## config.mk

```make
export PLATFORM = sky130hd
export DESIGN_NAME = register_file_32
export DESIGN_NICKNAME = d
export VERILOG_FILES = /design/src/rtl/register_file_32.sv
export SDC_FILE = /design/constraint.sdc
export NUM_CORES = 2
export LEC_CHECK = 0
export ABC_AREA = 1
export BUFFER_PORTS_ARGS = -buffer_cell sky130_fd_sc_hd__buf_2
export CORE_AREA = 2 2 471 286
export DETAILED_ROUTE_END_ITERATION = 6
export DIE_AREA = 0 0 473 288
export SYNTH_ARGS = -nofsm -noshare
export SYNTH_HDL_FRONTEND = slang
export SYNTH_SLANG_ARGS = --single-unit
```

## constraint.sdc

```tcl
create_clock -name clk -period 3.6 [get_ports clk]
set_input_delay 0.72 -clock clk [delete_from_list [all_inputs] [get_ports clk]]
set_output_delay 0.72 -clock clk [all_outputs]
set_load 0.01 [all_outputs]
```

## src/rtl/register_file_32.sv

```systemverilog
// register_file_32: 32 x width general-purpose register file, two
// combinational read ports and one synchronous write port.
// r0 reads as zero at all times and ignores writes.
// Optional feature macro: REGFILE_BYPASS_EN. When it is defined, a write on
// the current cycle is forwarded straight to any read port whose address
// matches. When it is undefined, a same-cycle read returns the stored value.
module register_file_32 #(
  parameter int width = 32
) (
  input  logic             clk,
  input  logic             reset,
  input  logic             write_enable,
  input  logic [4:0]       write_addr,
  input  logic [width-1:0] write_data,
  input  logic [4:0]       read_addr1,
  input  logic [4:0]       read_addr2,
  output logic [width-1:0] read_data1,
  output logic [width-1:0] read_data2
);

  logic [width-1:0] regs [32];
  logic [31:0]      wr_dec;

  // Select one register from the array; address 0 is forced to zero.
  function automatic logic [width-1:0] read_mux(input logic [4:0] addr,
                                                input logic [width-1:0] cur);
    read_mux = (addr == 5'd0) ? '0 : cur;
  endfunction

  // One-hot write decode; it is suppressed during reset and for address 0.
  always_comb begin
    wr_dec = '0;
    if (write_enable && !reset && (write_addr != 5'd0))
      wr_dec[write_addr] = 1'b1;
  end

  // Register storage. Reset clears every entry and takes priority over a write.
  always_ff @(posedge clk) begin
    for (int i = 0; i < 32; i++) begin
      if (reset)
        regs[i] <= '0;
      else if (wr_dec[i])
        regs[i] <= write_data;
    end
  end

`ifdef REGFILE_BYPASS_EN
  // Read muxes with write-through forwarding. wr_dec is never set for
  // address 0, so r0 is never forwarded.
  always_comb begin
    read_data1 = read_mux(read_addr1, regs[read_addr1]);
    read_data2 = read_mux(read_addr2, regs[read_addr2]);
    if (wr_dec[read_addr1]) read_data1 = write_data;
    if (wr_dec[read_addr2]) read_data2 = write_data;
  end
`else
  // Plain read muxes. A same-cycle write becomes visible only after the edge.
  always_comb begin
    read_data1 = read_mux(read_addr1, regs[read_addr1]);
    read_data2 = read_mux(read_addr2, regs[read_addr2]);
  end
`endif

endmodule

```

=== Word-level counts from Yosys, hierarchy flattened ===
Memories as Yosys holds them, arrays and structs flattened.
Index checks and enable logic that the tools add are counted.

* Flip-flop bits (word level): 0
* Memory bits (writable): 1,024
* Input port bits: 50
* Output and inout bits: 64
* Word-level logic and storage cells: 177
* Memories: 1

* $lt $le $gt $ge: 2
* Muxes and demuxes: 135
* Bitwise logic cells: 32
* Reductions and logical operators: 7

{| class="wikitable"
|+ Memories
! name !! words !! bits a word !! rd ports !! clocked after Yosys merged registers in !! wr ports !! RTL line !! source
|-
| regs || 32 || 32 || 2 || 0 || 32 || 21 || <nowiki>logic [width-1:0] regs [32];</nowiki>
|}

{| class="wikitable"
|+ Operator list
! kind !! number
|-
| $mux W32 || 35
|-
| $mux W1 || 99
|-
| $or A1 B1 Y1 || 32
|-
| $logic_not A5 Y1 || 2
|-
| $lt A5 B6 Y1 const B || 1
|-
| $demux W1 S5 || 1
|-
| $ge A5 B1 Y1 const B || 1
|-
| $reduce_bool A5 Y1 || 1
|-
| $logic_and A1 B1 Y1 || 3
|-
| $logic_not A1 Y1 || 1
|}

=== Depth between registers and ports, before layout ===
* Word-level depth: 9
* Mapped depth: 12
* Mapped depth without buffers: 9

=== Worst setup path after synthesis ===
OpenSTA, ideal clock, no wires.

* Path type: input -> register
* Start: in write_addr[1]
* End: mem regs[12][0] (enable)
* Setup time: 0.478 ns
* Arrival time: 2.309 ns
* Path slack: 0.813 ns
* Stages on the path: 9
* Buffers on the path: 1
* Cells stage by stage: nor2_1 nand4_1 nand2_2 inv_1 nand2_1 inv_1 nand2_1 buf_2 nand2_1

{| class="wikitable"
|+ RTL lines
! item !! RTL line !! source
|-
| start, declared || 13 || <nowiki>input logic [4:0] write_addr,</nowiki>
|-
| end, declared || 21 ||
|}

=== Worst setup path in the final report ===
* Start: in read_addr1[0]
* End: out read_data1[9]

* Cells in the longest elaborated chain, start to end: 2

{| class="wikitable"
|+ Ends and longest elaborated chain
! item !! RTL line !! source
|-
| start, declared || 15 || <nowiki>input logic [4:0] read_addr1,</nowiki>
|-
| $mem_v2 Z32 W32 or $logic_not A5 Y1 (tied branches) || -- ||
|-
| $mux W32 * || 27 || <nowiki>read_mux = (addr == 5'd0) ? '0 : cur;</nowiki>
|-
| end, declared || 17 || <nowiki>output logic [width-1:0] read_data1,</nowiki>
|}

Every way passes the cells marked *; elsewhere a longest branch is shown, timed or not.

==> impl_metrics.ini <==
[hold_path]
holdPathStages = 4
worstHoldPathType = input pin to register

[drt]
antenna_left = 0
drtIter0Drc = 9046
vias = 52998
wl_microns = 225000
via_per_inst = 5.90
post_drt_wl_per_cell_microns = 25.0
first_pass_iters = 7
drc = 0

[placement]
dpl.hpwl_microns = 130000
post-place-ws_ps = 309
place.gp.congestion = 0.916
port_buffers = 113

[setup_path]
cp-start-kind = input pin
crit_top_cell = nand2_1
critPathBufInv = 5
crit_type = input pin to primary output
cpMaxStageDelayCell = nor2_1
worst-path-stages = 13
critPathTopFamily = buffers and inverters
max_stage_delay_ps = 360
cp_max_fo = 27
arrival_ps = 2730
path_cells = buf_8 > inv_8 > buf_12 > buf_12 > nand2_1 > nand3_1 > nand3_1 > nand2_1 > nand2_1 > nand3_1 > nand2_1 > nor2_1 > buf_2
worst_setup_path_end_kind = primary output
cp.required_ps = 2880

[grt]
antenna_found_initial = 4
grt_pass1_vias = 49068
grt_pass1_wl_microns = 326000
grt_max_degree = 88
grt_usage_pct = 32.3
grt-ovfl-total = 0

[die]
start_util_pct = 42.6
dieWidth_microns = 473
dieArea_sq_um = 136000
rows = 104
ios = 114
die_h_microns = 288
core_sq_um = 132000

[cts]
ctsHoldBuffers = 0
numCtsBuffers = 97
cts-resized-gates = 0
clk_path_buf_depth = 3
cts-root-buf = clkbuf_16
cts-htree-levels = 3
cts.sink_count = 1024
postCtsSetupRepairBufs = 0
clkTransAtPathRegs_ps = 70
tritoncts = yes

[layout]
multi_input_area_sq_um = 22800
largest-register = regs
seqCellArea_sq_um = 30700
layout-drive-gt1-share_pct = 8.49
layout_commonest_cell = nand2_1
top_regs = regs x1024
layout_common_cells = 2011 x nand2_1, 1806 x nor2_1, 1024 x edfxtp_1
largest_reg_flops = 1024
areaGrowthSynthToFinish_pct = 12.3
nets = 7208
nFillCells = 12592

[timing]
setup_ws_ps = 152
fmax_mhz = 290
whs_ps = 593
worstMarginPinSlew_ps = 1190
period_share_pct = 95.8
slew_headroom_pct = 20.8
hold_violations = 0
finalSetupViolCount = 0
final.setup.tns_ps = 0
finalCriticalPeriod_ps = 3450
maxSlewViolCount = 0
rsz0062_at_grt = no

[power_and_ir_drop]
leakage_nw = 26.2
ir_drop_uv = 329
pwr_density_cell_nw_per_um2 = 457

[synth]
synthCells = 7257
synth_cell_type_count = 19
ys_warn_count = 0
ys_ff_latch = 1024
synth_seq_area_share_pct = 54.4
avgSynthCellArea_sq_um = 7.78
synth_area_sq_um = 56500

[job]
maxCapViolCount = 0

[status]
outcome = finished clean
==> layer usage <==
layer | track usage (%) | routed length (microns)
met1 | 46.5 | 89200
met2 | 47.3 | 94700
met3 | 7.04 | 31800
met4 | 12.7 | 9060
met5 | 0 | 0
==> cell usage after synthesis <==
| library cell | instances | area share [%] |
|---|---|---|
| buf_2 | 239 | 2.1 |
| o21ai_1 | 12 | 0.11 |
| inv_2 | 2 | 0.013 |
| nand3_1 | 969 | 8.6 |
| a21oi_1 | 123 | 1.1 |
| clkbuf_1 | 330 | 2.2 |
| nand2_1 | 2073 | 14 |
| buf_4 | 1 | 0.013 |
| nor2_1 | 1808 | 12 |
| o211ai_1 | 22 | 0.29 |
| inv_1 | 148 | 0.98 |
| nand2_2 | 1 | 0.011 |
| nand4_1 | 2 | 0.022 |
| conb_1 | 1 | 0.0066 |
| o21ai_0 | 434 | 3.8 |
| edfxtp_1 | 1024 | 54 |
| clkinv_1 | 2 | 0.013 |
| nor3_1 | 9 | 0.080 |
| buf_1 | 57 | 0.38 |
==> tightest hold or removal path, delay by kind of cell <==
kind                   cells  cell delay [ps]
buffers and inverters      3              340
AND/OR/NAND/NOR            1              140
==> through the flow <==
step	instances	utilization, %	instance area [sq um]	power [mW]
after floorplan	7288	-	56600	16.6
after global placement	8808	45.5	60300	18.4
after detailed placement	8808	45.5	60300	18.4
after CTS	8984	47.9	63400	28.9
after global routing	8987	47.9	63400	29.8
final	8988	47.9	63400	29.0
==> path summary, 6_finish.rpt <==
kind            from            end  slack [ps]
max    read_addr1[0]  read_data1[9]         150
min   write_data[30]    regs[1][30]         590
==> area by class of cell <==
| class | count | share of cell area, % |
|---|---|---|
| clock buffer | 113 | 3.96 |
| timing repair buffer | 398 | 6.21 |
| antenna | 4 | 0.0158 |
| sequential | 1024 | 48.5 |
| inverter | 152 | 0.959 |
| tap | 1749 | 3.45 |
| clock inverter | 63 | 0.961 |
| multi-input combinational | 5485 | 35.9 |
==> kinds of logic after synthesis <==
logic type	share of synthesized area [%]
AO/OA/AOI/OAI	5.33
buffers and inverters	5.71
flip-flops	54.4
other	0.00664
AND/OR/NAND/NOR	34.5
==> where the power goes <==
group          total (mW)  switching (mW)  internal (mW)
combinational        4.22            3.02           1.20
sequential           14.1           0.351           13.8
clock                10.7            4.88           5.78
total                29.0            8.25           20.7
(Power assumes the default switching activity.)
